--- src/rtl/eight_three_encoder_seq_pkg.sv ---
// Shared types and widths for the sequential 8-to-3 encoder.
package encoder_pkg;
   localparam int VEC_W  = 8;
   localparam int CODE_W = 3;
   localparam int CNT_W  = 4;

   typedef enum logic {
      ST_IDLE = 1'b0,
      ST_EMIT = 1'b1
   } state_e;

   function automatic logic [CNT_W-1:0] popcount8(input logic [VEC_W-1:0] v);
      logic [CNT_W-1:0] c;
      c = '0;
      for (int i = 0; i < VEC_W; i++) c = c + CNT_W'(v[i]);
      return c;
   endfunction
endpackage

--- src/rtl/eight_three_encoder_seq_if.sv ---
// Request/beat handshake bundle between a producer and the encoder.
interface eight_three_encoder_seq_if;
   import encoder_pkg::*;

   logic              in_valid;
   logic              in_ready;
   logic [VEC_W-1:0]  in_D;
   logic              out_valid;
   logic              out_ready;
   logic [CODE_W-1:0] out_code;
   logic              out_last;
   logic              out_none;
   logic [CNT_W-1:0]  out_count;

   modport master (
      output in_valid, in_D, out_ready,
      input  in_ready, out_valid, out_code, out_last, out_none, out_count
   );

   modport slave (
      input  in_valid, in_D, out_ready,
      output in_ready, out_valid, out_code, out_last, out_none, out_count
   );
endinterface

--- src/rtl/eight_three_encoder_seq_pri_find8.sv ---
// Combinational priority finder: selected index, its one-hot mask, and a
// flag for "exactly one bit set".
module pri_find8
   import encoder_pkg::*;
#(
   parameter bit HIGH_FIRST = 1'b0
) (
   input  logic [VEC_W-1:0]  vec,
   output logic [CODE_W-1:0] idx,
   output logic [VEC_W-1:0]  onehot,
   output logic              single
);
   logic found;

   always_comb begin
      idx   = '0;
      found = 1'b0;
      if (!HIGH_FIRST) begin
         for (int i = 0; i < VEC_W; i++)
            if (vec[i] && !found) begin
               idx   = CODE_W'(i);
               found = 1'b1;
            end
      end else begin
         for (int i = VEC_W - 1; i >= 0; i--)
            if (vec[i] && !found) begin
               idx   = CODE_W'(i);
               found = 1'b1;
            end
      end
   end

   assign onehot = found ? (VEC_W'(1) << idx) : '0;
   // Clearing the lowest set bit leaves zero only for a single-bit vector.
   assign single = (vec != '0) && ((vec & (vec - VEC_W'(1))) == '0);
endmodule

--- src/rtl/eight_three_encoder_seq.sv ---
// Captures an 8-bit request vector and replays the index of each set bit,
// one per output handshake, in priority order.
module eight_three_encoder_seq
   import encoder_pkg::*;
#(
   parameter bit HIGH_FIRST = 1'b0
) (
   input  logic                      clk,
   input  logic                      rst_n,
   eight_three_encoder_seq_if.slave  bus
);
   state_e            state_q;
   logic [VEC_W-1:0]  pend_q, pend_d;
   logic [CNT_W-1:0]  cnt_q;
   logic              none_q;

   logic [CODE_W-1:0] sel_idx;
   logic [VEC_W-1:0]  sel_mask;
   logic              sel_single;
   logic              last;

   pri_find8 #(.HIGH_FIRST(HIGH_FIRST)) u_find (
      .vec    (pend_q),
      .idx    (sel_idx),
      .onehot (sel_mask),
      .single (sel_single)
   );

   assign last   = sel_single | none_q;
   assign pend_d = pend_q & ~sel_mask;

   always_ff @(posedge clk or negedge rst_n) begin
      if (!rst_n) begin
         state_q <= ST_IDLE;
         pend_q  <= '0;
         cnt_q   <= '0;
         none_q  <= 1'b0;
      end else begin
         case (state_q)
            ST_IDLE:
               if (bus.in_valid) begin
                  pend_q  <= bus.in_D;
                  cnt_q   <= popcount8(bus.in_D);
                  none_q  <= (bus.in_D == '0);
                  state_q <= ST_EMIT;
               end
            ST_EMIT:
               if (bus.out_ready) begin
                  pend_q <= pend_d;
                  if (last) state_q <= ST_IDLE;
               end
            default: state_q <= ST_IDLE;
         endcase
      end
   end

   // in_ready follows rst_n so it drops the moment reset is asserted.
   assign bus.in_ready  = (state_q == ST_IDLE) && rst_n;
   assign bus.out_valid = (state_q == ST_EMIT);
   assign bus.out_code  = sel_idx;
   assign bus.out_last  = last;
   assign bus.out_none  = none_q;
   assign bus.out_count = cnt_q;
endmodule

--- src/flat_wrapper.sv ---
// flat-port wrapper written by rule: the top's interface ports become plain ports
module eight_three_encoder_seq_flat import encoder_pkg::*;
#(
   parameter bit HIGH_FIRST = 1'b0
)
  (clk, rst_n, bus_in_valid, bus_in_D, bus_out_ready, bus_in_ready, bus_out_valid, bus_out_code, bus_out_last, bus_out_none, bus_out_count);
  eight_three_encoder_seq_if bus_i ();
  input  logic clk;
  input  logic rst_n;
  input wire logic [$bits(bus_i.in_valid)-1:0] bus_in_valid;
  input wire logic [$bits(bus_i.in_D)-1:0] bus_in_D;
  input wire logic [$bits(bus_i.out_ready)-1:0] bus_out_ready;
  output wire logic [$bits(bus_i.in_ready)-1:0] bus_in_ready;
  output wire logic [$bits(bus_i.out_valid)-1:0] bus_out_valid;
  output wire logic [$bits(bus_i.out_code)-1:0] bus_out_code;
  output wire logic [$bits(bus_i.out_last)-1:0] bus_out_last;
  output wire logic [$bits(bus_i.out_none)-1:0] bus_out_none;
  output wire logic [$bits(bus_i.out_count)-1:0] bus_out_count;
  assign bus_i.in_valid = bus_in_valid;
  assign bus_i.in_D = bus_in_D;
  assign bus_i.out_ready = bus_out_ready;
  assign bus_in_ready = bus_i.in_ready;
  assign bus_out_valid = bus_i.out_valid;
  assign bus_out_code = bus_i.out_code;
  assign bus_out_last = bus_i.out_last;
  assign bus_out_none = bus_i.out_none;
  assign bus_out_count = bus_i.out_count;
  eight_three_encoder_seq #(.HIGH_FIRST(HIGH_FIRST)) u_core (.clk(clk), .rst_n(rst_n), .bus(bus_i));
endmodule
--- config.mk ---
export PLATFORM = sky130hd
export DESIGN_NAME = eight_three_encoder_seq_flat
export DESIGN_NICKNAME = d
export VERILOG_FILES = /design/src/rtl/eight_three_encoder_seq_pkg.sv /design/src/rtl/eight_three_encoder_seq_if.sv /design/src/rtl/eight_three_encoder_seq_pri_find8.sv /design/src/rtl/eight_three_encoder_seq.sv /design/src/flat_wrapper.sv
export SDC_FILE = /design/constraint.sdc
export NUM_CORES = 1
export LEC_CHECK = 0
export ABC_AREA = 0
export CAP_MARGIN = 20
export CELL_PAD_IN_SITES_DETAIL_PLACEMENT = 0
export CELL_PAD_IN_SITES_GLOBAL_PLACEMENT = 2
export CORE_AREA = 2 2 64 66
export CTS_CLUSTER_SIZE = 12
export DETAILED_ROUTE_END_ITERATION = 6
export DIE_AREA = 0 0 66 68
export PLACE_DENSITY = 0.79
export SYNTH_ARGS = -nofsm -noshare
export SYNTH_HDL_FRONTEND = slang
export SYNTH_HIERARCHICAL = 1
export SYNTH_SLANG_ARGS = --single-unit
--- constraint.sdc ---
create_clock -name clk -period 2.62 [get_ports clk]
set_input_delay 0.524 -clock clk [delete_from_list [all_inputs] [get_ports clk]]
set_output_delay 0.524 -clock clk [all_outputs]
set_load 0.02 [all_outputs]
==> impl_metrics.json, run 1 <==
{
  "clk_pin_slew_ps": 60,
  "synth_top_area_share_pct": 31.9,
  "seq_area_frac_synth_pct": 31.9,
  "drt-total-wl_um": 2770,
  "vias": 955,
  "dr.pass1.iters": 4,
  "cts_buffers": 3,
  "failed_checks": "setup timing",
  "antenna_left": 0,
  "htree_levels": 1,
  "grt_setup_unrepaired": "yes",
  "root_buffer": "clkbuf_8",
  "antenna_found_initial": 0,
  "start_util_pct": 28.5,
  "grt_pass1_wl_um": 4780,
  "route.detailed.drc": 0,
  "fin_cells": 208,
  "postPlaceCellArea_um2": 1450,
  "crit_arrival_ps": 2950,
  "clkLatencyLatePin_ps": 240,
  "synth_top_flop_cell": "dfrtp_1",
  "crit_path_max_fanout": 2,
  "design.die.area_um2": 4490,
  "critPathKind": "input port to flop",
  "drt-initial-drc-count": 17,
  "dp_cells": 202,
  "fmax_ghz": 0.355,
  "cp.required_ps": 2750,
  "slew_headroom_pct": 64.2,
  "antenna_cells": 0,
  "syn_nets": 141,
  "maxCapViolations": 0,
  "pin_count": 23,
  "syn_avg_cell_area_um2": 9.08,
  "tightestPinTransition_ps": 537,
  "async_flop_share_pct": 100,
  "grt_overflow_total": 0,
  "cts.sinks": 14,
  "hold_viol": 0,
  "gp_congestion": 0.877,
  "nNetsFinal": 179,
  "netlist_area_um2": 1100,
  "via_per_inst": 4.59,
  "fin_area_um2": 1530,
  "fp-row-count": 23,
  "die_w_um": 66,
  "grt_usage_pct": 13.9,
  "synth-edff-count": 0,
  "setup_viol": 3,
  "synth_top_area_cell": "dfrtp_1",
  "synthTopCellsByArea": "dfrtp_1 (32%), fa_1 (7.3%), mux2i_1 (6.4%), o21ai_0 (5.9%), inv_1 (4.8%)",
  "yosysWarnings": 6,
  "ys_ff_latch": 14,
  "portBuffers": 22,
  "cts_tree": "done",
  "ir_drop_uv": 406,
  "critPathLaunchType": "input port",
  "slew_violations": 0,
  "die_height_um": 68,
  "dp_hpwl_um": 2190,
  "core_area_um2": 3860,
  "whs_path_depth": 2,
  "grt_max_degree": 21,
  "fin_skew_ps": 1.04,
  "ff2ff_path_depth": 6,
  "layout_min_cycle_time_ps": 2820,
  "endpoint_kind": "flop",
  "avgRoutedWirePerCell_um": 13.3,
  "worstHoldPathType": "flop to flop",
  "powerDensity_nw_per_um2": 1120,
  "area_growth_pct": 39.5,
  "outcome": "finished with violations",
  "clock_path_buffers": 2,
  "netlist-cell-type-count": 41,
  "synth_cells": 121,
  "grt_pass1_vias": 1006,
  "setup_ws_ps": -200,
  "post-route-period-util_pct": 108,
  "drive_gt1_share_pct": 26.6,
  "p_leak_nw": 0.717
}
cell usage after synthesis, types with 2 or more instances:
cell	count
buf_6	3
ha_1	4
a21oi_1	3
dfrtp_1	14
nand4_1	2
o21ai_0	13
fa_1	4
nor2_1	7
nand2_1	13
inv_1	14
mux2i_1	7
buf_2	2
nand3_1	7
layout by cell type, fill, tap and decap left out, types with 2 or more instances in the layout:
cell type        netlist  layout
buf_2                  2       2
buf_4                  1      17
nand4_1                2       2
clkdlybuf4s50_1        0      17
nand2_1               13      13
o21ai_1                0       2
nor2_1                 7       7
inv_1                 14      12
dfrtp_1               14      13
mux2i_1                7       7
inv_2                  0       2
fa_1                   4       3
ha_1                   4       3
o21ai_0               13      10
a21oi_1                3       3
nand3_1                7       7
clkbuf_8               0       4
metrics by stage:
step | utilization (%) | hold WS, ps | setup WS [ps] | TNS [ps] | power, W
after global routing | 39.7 | 536 | -287 | -811 | 0.00185
after detailed placement | 37.6 | 475 | -896 | -3000 | 0.00150
final | 39.7 | 489 | -200 | -519 | 0.00171
after CTS | 39.4 | 498 | -251 | -582 | 0.00173
after global placement | 37.6 | 470 | -843 | -2840 | 0.00148
after floorplan | - | 228 | -296 | -634 | 0.00106
routing by layer:
layer	track usage (%)	share of wire, %
met2	24.6	51
met1	17.1	44
met4	5.36	1.6
met5	0	0
met3	2.30	3.1
kinds of logic (layout without fill, tap and decap cells):
kind of cell	count (synthesis)	count (layout)	share of synthesized area (%)
and+or+nand+nor	43	43	22.4
AOI/OAI and AO/OA	24	24	13.8
buffers and inverters	21	58	9.79
DFF	14	14	31.9
adders and majority gates	9	9	12.8
muxes	8	8	7.74
xor gates and xnor gates	2	2	1.59
final timing paths:
kind,startpoint,to,slack (ps)
max,bus_in_D[3],u_core/bus.out_count[1],-200
max in group asynchronous,rst_n,u_core/pend_q[2],1730
min,u_core/bus.out_count[3],u_core/bus.out_count[3],490
min reg2reg,u_core/bus.out_count[3],u_core/bus.out_count[3],490
min in group asynchronous,rst_n,u_core/pend_q[0],690
max reg2reg,u_core/pend_q[2],u_core/bus.out_valid,850
registers in the layout, summed over array words and instances, names as in the netlist:
signal,cells
u_core/bus.out_count,4
u_core/bus.out_none,1
u_core/bus.out_valid,1
u_core/pend_q,8
area by class of cell:
class,count,area [um2]
clock buffer,4,55.1
fill,408,2320
inverter,14,52.6
tap,50,62.6
multi-input combinational,86,659
timing repair buffer,40,352
sequential,14,352
report_power, final:
group          total [W]  internal, W  switching (W)  leakage, nW
Sequential      0.000429     0.000308       0.000121        0.177
Combinational    0.00107     0.000551       0.000524        0.512
Clock           0.000208     0.000133      0.0000754       0.0288
Total            0.00171     0.000991       0.000720        0.717
critical path: stages:
cell and delay (ps):
buf_8 100, fa_1 530, inv_1 50, fa_1 500, fa_1 430, inv_2 80
ha_4 130, inv_2 40, fa_2 520, o21ai_2 60
timing repair:
action                     in CTS  in global routing
pin swaps                      10                  4
buffers inserted                1                  1
hold buffers                    0                  0
gates resized for setup        22                  4
setup endpoints to repair       5                  6
Note: power is estimated with default switching activity, not from simulation.
==> run 2: changes to the inputs <==
--- a/config.mk
+++ b/config.mk
@@ -10,7 +10,6 @@
 export CELL_PAD_IN_SITES_DETAIL_PLACEMENT = 0
 export CELL_PAD_IN_SITES_GLOBAL_PLACEMENT = 2
 export CORE_AREA = 2 2 64 66
-export CTS_CLUSTER_SIZE = 12
 export DETAILED_ROUTE_END_ITERATION = 6
 export DIE_AREA = 0 0 66 68
 export PLACE_DENSITY = 0.79
@@ -18,3 +17,4 @@
 export SYNTH_HDL_FRONTEND = slang
 export SYNTH_HIERARCHICAL = 1
 export SYNTH_SLANG_ARGS = --single-unit
+export TNS_END_PERCENT = 100
==> results of run 2 <==
Same layout as run 1: the final DEF is identical, and so are final timing and power.
==> run 3: changes to the inputs <==
==> constraint.sdc (replaced) <==
create_clock -name clk -period 2.6 [get_ports clk]
set_input_delay 0.52 -clock clk [delete_from_list [all_inputs] [get_ports clk]]
set_output_delay 0.52 -clock clk [all_outputs]
set_load 0.02 [all_outputs]
==> run 3 against run 2 <==
  * The run still ends with setup timing left
  * Largest power group unchanged
  * Sequential power is essentially flat
  * Cell area up 0.33%
  * Core utilization up 0.13 points
==> impl_metrics.json, run 3 (same netlist as run 1, synthesis figures left out) <==
{
  "power_w": 0.00173,
  "drive_gt1_share_pct": 27.7,
  "grt_pass1_wl_um": 4790,
  "fillCellCount": 406,
  "worstHoldPathType": "flop to flop",
  "fmax_ghz": 0.355,
  "grt_pass1_vias": 1006,
  "layout_common_cells": "buf_4 (18), clkdlybuf4s50_1 (17), nand2_1 (13)",
  "die_w_um": 66,
  "cts_tree": "done",
  "avgRoutedWirePerCell_um": 13.3,
  "die_height_um": 68,
  "design.die.area_um2": 4490,
  "slew_violations": 0,
  "start_util_pct": 28.5,
  "antenna_found_initial": 0,
  "grt_max_degree": 21,
  "fin_cells": 209,
  "top_register": "u_core/pend_q",
  "cp.required_ps": 2730,
  "dr.pass1.iters": 4,
  "post-route-period-util_pct": 108,
  "cts.sinks": 14,
  "clk_pin_slew_ps": 60,
  "antenna_left": 0,
  "gp_congestion": 0.877,
  "dp_hpwl_um": 2190,
  "fin_area_um2": 1540,
  "postPlaceCellArea_um2": 1450,
  "ir_drop_uv": 414,
  "vias": 960,
  "root_buffer": "clkbuf_8",
  "cts_buffers": 3,
  "antenna_cells": 0,
  "largest_reg_flops": 8,
  "critPathKind": "input port to flop",
  "crit_arrival_ps": 2950,
  "finish.utilization_pct": 39.9,
  "dp_cells": 202,
  "slew_headroom_pct": 64.2,
  "via_per_inst": 4.59,
  "fin_skew_ps": 0.997,
  "maxCapViolations": 0,
  "failed_checks": "setup timing",
  "hold_viol": 0,
  "clock_path_buffers": 2,
  "grt_overflow_total": 0,
  "endpoint_kind": "flop",
  "tightestPinTransition_ps": 537,
  "htree_levels": 1,
  "clkLatencyLatePin_ps": 240,
  "core_area_um2": 3860,
  "crit_path_max_fanout": 2,
  "drt-initial-drc-count": 19,
  "grt_usage_pct": 14.0,
  "holdBufCountCts": 0,
  "final_common_cell": "buf_4",
  "critPathLaunchType": "input port",
  "dp_slack_ps": -912,
  "setup_viol": 3,
  "pin_count": 23,
  "fp-row-count": 23,
  "route.detailed.drc": 0,
  "area_growth_pct": 40.0,
  "nNetsFinal": 180,
  "drt-total-wl_um": 2780,
  "layout_min_cycle_time_ps": 2820,
  "setup_ws_ps": -216,
  "grt_setup_unrepaired": "yes",
  "portBuffers": 22,
  "p_leak_nw": 0.711,
  "powerDensity_nw_per_um2": 1130,
  "outcome": "finished with violations"
}
run 3: path summary, 6_finish.rpt:
kind / startpoint / endpoint / slack, ps / depth (start not counted)
setup / recovery: bus_in_D[3] / u_core/bus.out_count[1] / -220 / 10
hold / removal: u_core/bus.out_count[3] / u_core/bus.out_count[3] / 490 / 2
setup reg to reg: u_core/pend_q[3] / u_core/bus.out_valid / 850 / 6
hold reg to reg: u_core/bus.out_count[3] / u_core/bus.out_count[3] / 490 / 2
max in group asynchronous: rst_n / u_core/pend_q[2] / 1710 / 2
min in group asynchronous: rst_n / u_core/pend_q[0] / 690 / 2
run 3: final cells by class:
| type | instances | area, um2 | share of cell area (%) |
|---|---|---|---|
| sequential | 14 | 353 | 22.9 |
| multi-input combinational | 86 | 659 | 42.9 |
| clock buffer | 4 | 55.1 | 3.58 |
| timing repair buffer | 41 | 355 | 23.1 |
| inverter | 14 | 52.6 | 3.42 |
| tap | 50 | 62.6 | 4.07 |
run 3: critical path, stage by stage:
cell and delay (ps):
buf_8 100, fa_1 530, inv_1 50, fa_1 500
fa_1 430, inv_2 80, ha_4 130, inv_2 40
fa_2 520, o21ai_2 60
run 3: repair_timing:
action	CTS	global route
setup endpoints to repair	6	5
resized for setup	24	4
pin swaps	10	6
buffers inserted	1	2
hold endpoints to repair	0	0
run 3: per-layer routing:
metal	routed length, um	global-route usage, %	vias to the layer above
met1	1210	17.1	444
met2	1430	24.7	25
li1	-	-	485
met3	98	2.30	6
met5	0	0	-
met4	44	5.36	0
run 3: stage by stage:
step                hold WS, ps  setup TNS [ps]
finish                      489            -567
global route                536            -875
CTS                         498            -646
detailed placement          475           -3070
global placement            470           -2910
floorplan                   224            -693
run 3: where the power goes:
part,leakage (nW),internal (W),switching (W),total (W)
logic,0.507,0.000557,0.000532,0.00109
clock network,0.0288,0.000134,0.0000759,0.000210
registers,0.175,0.000312,0.000120,0.000432
